[src/rtl/isa_constants.sv]
// Shared RV32I constants for the pipeline: datapath width, store funct3
// encodings and the store-stage state type.
package isa_constants;

  localparam int XLEN = 32;

  localparam logic [2:0] FUNCT3_SB = 3'b000;
  localparam logic [2:0] FUNCT3_SH = 3'b001;
  localparam logic [2:0] FUNCT3_SW = 3'b010;

  typedef enum logic {
    STORE_IDLE = 1'b0,
    STORE_WAIT = 1'b1
  } store_state_t;

endpackage

[src/rtl/store_lane_formatter.sv]
// Combinational store lane formatter: replicates rs2 across the byte lanes
// and produces byte enables for SB/SH/SW. Misaligned halfwords and words are
// truncated to their natural boundary here; the misaligned flag lets the
// parent decide whether to trap instead.
module store_lane_formatter
  import isa_constants::*;
(
  input  logic [2:0]      funct3_i,
  input  logic [1:0]      addr_lo_i,
  input  logic [XLEN-1:0] rs2_i,
  output logic [XLEN-1:0] w_data_o,
  output logic [3:0]      byte_en_o,
  output logic            valid_o,
  output logic            misaligned_o
);

  // Decode store width into lane data, byte enables and alignment status
  always_comb begin
    w_data_o     = rs2_i;
    byte_en_o    = 4'b0000;
    valid_o      = 1'b0;
    misaligned_o = 1'b0;
    case (funct3_i)
      FUNCT3_SB: begin
        w_data_o  = {4{rs2_i[7:0]}};
        byte_en_o = 4'b0001 << addr_lo_i;
        valid_o   = 1'b1;
      end
      FUNCT3_SH: begin
        w_data_o     = {2{rs2_i[15:0]}};
        byte_en_o    = addr_lo_i[1] ? 4'b1100 : 4'b0011;
        valid_o      = 1'b1;
        misaligned_o = addr_lo_i[0];
      end
      FUNCT3_SW: begin
        w_data_o     = rs2_i;
        byte_en_o    = 4'b1111;
        valid_o      = 1'b1;
        misaligned_o = (addr_lo_i != 2'b00);
      end
      default: begin
        w_data_o  = rs2_i;
        byte_en_o = 4'b0000;
      end
    endcase
  end

endmodule

[src/rtl/stage_memory_store.sv]
// Memory-stage store unit for the RV32I pipeline. Issues one write strobe per
// store, then holds the pipeline for WRITE_LATENCY cycles before pulsing
// is_complete. Unknown funct3 completes immediately without writing.
// Optional macro MISALIGNED_STORE_TRAP_EN adds the store_misaligned port and
// turns misaligned SH/SW into a no-write trap instead of address truncation.
module stage_memory_store
  import isa_constants::*;
#(
  parameter int WRITE_LATENCY = 1
) (
  input  logic            clock,
  input  logic            reset,
  input  logic            enable,
  input  logic [XLEN-1:0] i_effective_addr,
  input  logic [XLEN-1:0] i_store_data,
  input  logic [2:0]      i_funct3,
  output logic            is_complete,
  output logic [XLEN-1:0] mem_addr,
  output logic [XLEN-1:0] mem_w_data,
  output logic [3:0]      mem_w_byte_en,
  output logic            mem_w_enable
`ifdef MISALIGNED_STORE_TRAP_EN
  ,
  output logic            store_misaligned
`endif
);

  localparam int CNT_W = $clog2(WRITE_LATENCY + 1);
  localparam logic [CNT_W-1:0] LAST_COUNT = CNT_W'(WRITE_LATENCY - 1);

`ifdef MISALIGNED_STORE_TRAP_EN
  localparam bit TRAP_ENABLED = 1'b1;
`else
  localparam bit TRAP_ENABLED = 1'b0;
`endif

  store_state_t     state_q, state_d;
  logic [CNT_W-1:0] remaining_q, remaining_d;

  logic fmtValid;
  logic fmtMisaligned;
  logic trapStore;
  logic writeIssue;
  logic storeDone;

  store_lane_formatter u_formatter (
    .funct3_i     (i_funct3),
    .addr_lo_i    (i_effective_addr[1:0]),
    .rs2_i        (i_store_data),
    .w_data_o     (mem_w_data),
    .byte_en_o    (mem_w_byte_en),
    .valid_o      (fmtValid),
    .misaligned_o (fmtMisaligned)
  );

  assign trapStore = TRAP_ENABLED && fmtMisaligned;
  assign mem_addr  = {i_effective_addr[XLEN-1:2], 2'b00};

  // Next-state, latency countdown and strobe/complete generation
  always_comb begin
    state_d     = state_q;
    remaining_d = remaining_q;
    writeIssue  = 1'b0;
    storeDone   = 1'b0;
    if (!reset) begin
      case (state_q)
        STORE_IDLE: begin
          if (enable) begin
            if (fmtValid && !trapStore) begin
              writeIssue  = 1'b1;
              state_d     = STORE_WAIT;
              remaining_d = LAST_COUNT;
            end else begin
              storeDone = 1'b1;
            end
          end
        end
        STORE_WAIT: begin
          if (!enable) begin
            state_d = STORE_IDLE;
          end else if (remaining_q == '0) begin
            storeDone = 1'b1;
            state_d   = STORE_IDLE;
          end else begin
            remaining_d = remaining_q - 1'b1;
          end
        end
        default: state_d = STORE_IDLE;
      endcase
    end
  end

  // State and countdown registers; reset abandons any store in flight
  always_ff @(posedge clock) begin
    if (reset) begin
      state_q     <= STORE_IDLE;
      remaining_q <= '0;
    end else begin
      state_q     <= state_d;
      remaining_q <= remaining_d;
    end
  end

  assign mem_w_enable = writeIssue;
  assign is_complete  = storeDone;

`ifdef MISALIGNED_STORE_TRAP_EN
  assign store_misaligned = !reset && (state_q == STORE_IDLE) && enable &&
                            fmtValid && fmtMisaligned;
`endif

endmodule
[config.mk]
export PLATFORM = sky130hd
export DESIGN_NAME = stage_memory_store
export DESIGN_NICKNAME = d
export VERILOG_FILES = /design/src/rtl/isa_constants.sv /design/src/rtl/store_lane_formatter.sv /design/src/rtl/stage_memory_store.sv
export SDC_FILE = /design/constraint.sdc
export NUM_CORES = 1
export LEC_CHECK = 0
export ABC_AREA = 1
export CORE_ASPECT_RATIO = 0.8
export CORE_UTILIZATION = 21
export CTS_CLUSTER_DIAMETER = 60
export DETAILED_ROUTE_END_ITERATION = 10
export PLACE_DENSITY = 0.8
export REMOVE_ABC_BUFFERS = 1
export SKIP_LAST_GASP = 1
export SLEW_MARGIN = 30
export SYNTH_ARGS = -nofsm -noshare
export SYNTH_HDL_FRONTEND = slang
export SYNTH_SLANG_ARGS = --single-unit
export TNS_END_PERCENT = 100
[constraint.sdc]
create_clock -name clock -period 0.8 [get_ports clock]
set_clock_uncertainty 0.1 [all_clocks]
set_input_delay 0.08 -clock clock [delete_from_list [all_inputs] [get_ports clock]]
set_output_delay 0.08 -clock clock [all_outputs]
set_load 0.02 [all_outputs]
==> results.ini, run 1 <==
[sta]
fin_crit_sh_pct = 133.1
hold_viol_final = 0
fin_hold_ws_ns = 0.06004
final-max-slew-violation-count = 0
rsz0062_at_grt = true
setup_violations = 32
fmax_ghz = 0.9389
min_period_ns = 1.065
fin_ws_ns = -0.2650

[critical_path]
crit_required_ns = 0.62
slowest_delay_ns = 0.14
crit_top_cell = buf_12
critical_path.endpoint_type = output port
path_cells = buf_8 > nor2_4 > buf_12 > inv_8 > buf_12 > nand2_4 > nand3_2 > buf_6
crit_fanout = 8
crit_slowest_cell = buf_12
arrival_ns = 0.89
startpoint_type = primary input
worstSetupPathType = primary input to output port

[logic_synthesis]
synth_top_area_share_pct = 39.19
synthArstFlopShare_pct = 0
synth.avg_cell_area_um2 = 5.363
yosysMostFrequentCell = nand2_1
synthFlopType = dfxtp_1
ys_ff_latch = 1
synth_warnings = 0
netlist_instances = 150
syn_area_um2 = 804.5
seq_area_frac_synth_pct = 2.488
synth_area_leaders = buf_4 (39%), nand2_1 (24%), nand3_1 (21%), inv_1 (2.8%), dfxtp_1 (2.5%)
synth_edf_count = 0
yosys-top-cells-count = nand2_1 (52), buf_4 (42), nand3_1 (34)
yosysTopAreaCell = buf_4
synth_cell_types = 13

[place]
place_ws_ns = -1.183
hpwl_um = 3469
place.gp.congestion = 0.8130
io_buffers = 77

[floorplanning]
start_util_pct = 22.71
dieArea_um2 = 4084
fp.coreArea_um2 = 3542
num_rows = 19
ios = 140
die_h_um = 57.36
die_x_um = 71.20

[final_layout]
drive_gt1_share_pct = 61.46
top_register = state_q
reg.largest.list = state_q: 1 flops
diodes = 0
seqCellArea_um2 = 20.02
n_fill_cell = 333
largest_register_ffs = 1
final_net_count = 277
synthToLayoutAreaGrowth_pct = 128.3
multiInputGateArea_um2 = 709.4

[global_route]
overflow = 0
grtUsageMet3_pct = 15.19
grt_max_degree = 12
grt_pass1_wl_um = 6472
grt_pass1_vias = 1236
grt-busiest-layer = met2
grt_usage_pct = 21.30
met1_usage_pct = 23.31
antenna_found_initial = 0
grtUsageMet2_pct = 34.42

[routing]
dr.pass1.iters = 6
drtIter0Drc = 34
via_per_inst = 4.757
wl_per_cell_um = 18.15
route.detailed.drc = 7
drtAntennaViolNets = 0
drt-total-wl_um = 4484
dr_total_vias = 1175

[power]
powerDensity_nw_per_um2 = 682.8
ir_worst_vdd_v = 0.0003327
power_leakage_nw = 0.9292

[outcome]
status = complete, but fails checks
violations = design-rule violations, negative setup slack

[worst_hold_path]
hold_path.class = primary input to output port

[job]
cap_viol_max_count = 0

[clock_network]
insertion_delay_ns = 0

-- stage by stage --
step / TNS [ns] / power [W] / instances / util [%] / instance area, um2
detailed placement: -39.10 / 0.001021 / 241 / 40.37 / 1430
global route: -8.150 / 0.001325 / 247 / 51.85 / 1837
global placement: -38.10 / 0.001015 / 241 / 40.37 / 1430
finish: -6.947 / 0.001254 / 247 / 51.85 / 1837
floorplan: -8.444 / 0.0003809 / 105 / - / 466.7
CTS: -6.737 / 0.001199 / 247 / 49.28 / 1745
-- area by class of cell --
cell class,count,area share [%]
well taps,42,2.861
inverters,7,1.839
repair buffers,99,55.59
multi-input cells,98,38.62
flip-flops and latches,1,1.090
-- path summary, 6_finish.rpt --
kind,startpoint,end,slack (ns),cells past startpoint
max,i_funct3[1],mem_w_data[27],-0.27,8
min reg2reg,state_q,state_q,0.48,4
min,i_effective_addr[21],mem_addr[21],0.06,0
max reg2reg,state_q,state_q,0.02,4
-- cell families after synthesis --
logic type | Yosys count | share of synthesized area [%]
AND/OR/NAND/NOR | 93 | 50.08
flip-flops | 1 | 2.488
other | 1 | 0.4661
AO/OA/AOI/OAI | 2 | 1.244
buffers and inverters | 53 | 45.72
-- layer usage --
metal	part of all wire, %	vias to the layer above
met5	1.1	-
met4	0.80	2
met3	16	6
met2	45	87
met1	37	532
li1	-	548
-- placed cells by master, fill, tap and decap left out --
cell type        count
clkdlybuf4s15_1      3
inv_2                1
nand3_1             11
nand3_4              3
buf_12               3
nand2_1             22
buf_6               34
nor2_1               5
dfxtp_1              1
clkbuf_2             3
nand2_2             20
inv_8                1
inv_1                5
nand3b_1             1
nand2_4             10
conb_1               2
nor2_4               2
buf_2                4
buf_4               14
a21oi_2              1
clkdlybuf4s50_1     21
dlygate4sd2_1        8
nand3_2             20
clkdlybuf4s15_2      2
a21oi_4              1
buf_8                7
-- what timing repair did --
item                       CTS  global route
setup endpoints to repair   39            35
pin swaps                   27            12
hold buffers                 0             0
buffers inserted             4             0
gates cloned                 2             0
gates resized for setup    313            35
-- power by group --
part / switching (W) / leakage [nW] / total [W] / internal, W
Clock: 0 / 0 / 0 / 0
Combinational: 0.000589 / 0.921 / 0.00120 / 0.000612
Sequential: 0.000000423 / 0.00817 / 0.0000532 / 0.0000528
-- critical path: cells and delay by family --
| family | cells | cell delay, ns |
|---|---|---|
| AND/OR/NAND/NOR | 3 | 0.23 |
| buffers and inverters | 5 | 0.57 |
Power figures use the tool's default switching activity.
==> run 2: changes to the inputs <==
CTS_CLUSTER_DIAMETER = 120   (was 60)
SKIP_CTS_REPAIR_TIMING = 1   (was not set)
==> run 2 against run 1 <==
The flow still finishes with violations (design-rule violations, negative setup slack). Total power decreased by 4.1%. Worst setup slack worse by 0.039 ns. First-iteration DRC count up 15%. Via count increased by 1.3%. Sequential share of layout area hardly changed. Core utilization fell by 1.0 points. Sequential cell count is the same. Wire length down 0.16%. Critical path type unchanged. Critical endpoint is now mem_w_data[12]. Largest power group unchanged.
==> results.ini, run 2 (same netlist as run 1, synthesis figures left out) <==
[place]
place_ws_ns = -1.183
hpwl_um = 3469
place.gp.congestion = 0.8130
io_buffers = 77

[critical_path]
r2r_cells = 3
startpoint_type = primary input
rrSetupSlack_ns = 0.14
crit_required_ns = 0.62
reg2reg_to = state_q
arrival_ns = 0.92
crit_fanout = 7
rr_startpoint = state_q
critical_path.endpoint_type = output port
worstSetupPathType = primary input to output port

[floorplanning]
die_h_um = 57.36
num_rows = 19
fp.coreArea_um2 = 3542
dieArea_um2 = 4084
ios = 140
start_util_pct = 22.71
die_x_um = 71.20

[routing]
wl_per_cell_um = 17.98
via_per_inst = 4.779
drt-total-wl_um = 4477
drtAntennaViolNets = 0
drtIter0Drc = 39
route.detailed.drc = 7
dr_total_vias = 1190
dr.pass1.iters = 9

[final_layout]
reg.largest.list = state_q: 1 flops
top_register = state_q
diodes = 0
synthToLayoutAreaGrowth_pct = 123.8
n_fill_cell = 344
drive_gt1_share_pct = 46.38
layout_common_cells = nand2_1 (31), nand3_1 (24), buf_6 (24)
largest_register_ffs = 1
final_net_count = 279
final_common_cell = nand2_1

[sta]
fin_crit_sh_pct = 138.0
fin_hold_ws_ns = 0.06004
fin_ws_ns = -0.3039
min_period_ns = 1.104
final-max-slew-violation-count = 0
fmax_ghz = 0.9059
hold_viol_final = 0
rsz0062_at_grt = true
setup_violations = 30

[job]
cap_viol_max_count = 0

[power]
pwr-share-seq_pct = 4.4
p_comb_share_pct = 95.6
clockPowerShare_pct = 0
ir_worst_vdd_v = 0.0002985
p_sw_w = 0.0005551
power_w = 0.001203
internal_power_w = 0.0006479
power_leakage_nw = 1.060
swShare_pct = 46.14
powerDensity_nw_per_um2 = 668.2

[global_route]
grt_usage_pct = 18.83
grt_max_degree = 12
grt-busiest-layer = met2
met1_usage_pct = 21.19
overflow = 0
grt_pass1_vias = 1097
grt_pass1_wl_um = 5713
grtUsageMet2_pct = 27.07
grtUsageMet3_pct = 15.55
antenna_found_initial = 0

[outcome]
violations = design-rule violations, negative setup slack
status = complete, but fails checks

[worst_hold_path]
worst_hold_path.endpoint = mem_addr[21]
hold_path.class = primary input to output port
hold_start = i_effective_addr[21]
holdPathStages = 0

[clock_network]
insertion_delay_ns = 0

-- run 2: cell count changes in the layout (fill, tap and decap cells not counted), moves of 3 or more --
cell             change
dlymetal6s2s_1      +20
nand3_1             +13
buf_6               -10
nand3_2             -10
nand2_1              +9
nand2_2              -9
dlygate4sd2_1        -8
buf_4                +6
buf_8                -4
clkdlybuf4s15_1      -3
nand3_4              -3
-- run 2: power groups by stage --
stage	sequential, W	combinational (W)	clock, W
floorplan	0.0000531	0.000328	0
global placement	0.0000531	0.000962	0
detailed placement	0.0000532	0.000968	0
CTS	0.0000531	0.000973	0
global route	0.0000533	0.00121	0
finish	0.0000531	0.00115	0
-- run 2: worst max path at each step --
stage / startpoint / endpoint / slack (ns) / cells past startpoint
4_1_cts: i_funct3[1] / mem_w_data[12] / -1.18 / 6
3_5_place_dp: i_funct3[1] / mem_w_data[12] / -1.18 / 6
6_report: i_funct3[2] / mem_w_data[12] / -0.30 / 6
5_1_grt: i_funct3[2] / mem_w_data[12] / -0.36 / 6
2_1_floorplan: i_funct3[1] / mem_w_data[24] / -0.33 / 4
3_3_place_gp: i_funct3[1] / mem_w_data[12] / -1.13 / 6
-- run 2: routing by layer --
layer,up-vias,part of all wire [%]
li1,552,-
met1,524,37
met2,104,42
met3,8,18
met4,2,1.7
met5,-,1.1
-- run 2: critical path, cell delays in order --
cell and delay [ns]:
buf_8 0.11, nor2_4 0.18, buf_4 0.18, nand3_1 0.10, nand2_1 0.09, clkbuf_2 0.18
-- run 2: area by class of cell --
class                   instances  area (um2)  area share (%)
repair buffers                101        1086           60.32
flip-flops and latches          1       20.02           1.112
inverters                       7       33.78           1.876
well taps                      42       52.55           2.919
multi-input cells              98       608.1           33.77
-- run 2: stage by stage --
stage               utilization [%]  area [um2]  setup TNS, ns  std cells
global route                  50.83        1800         -8.932        249
global placement              40.37        1430         -38.10        241
detailed placement            40.37        1430         -39.10        241
finish                        50.83        1800         -7.294        249
floorplan                         -       466.7         -8.444        105
CTS                           40.37        1430         -39.15        241
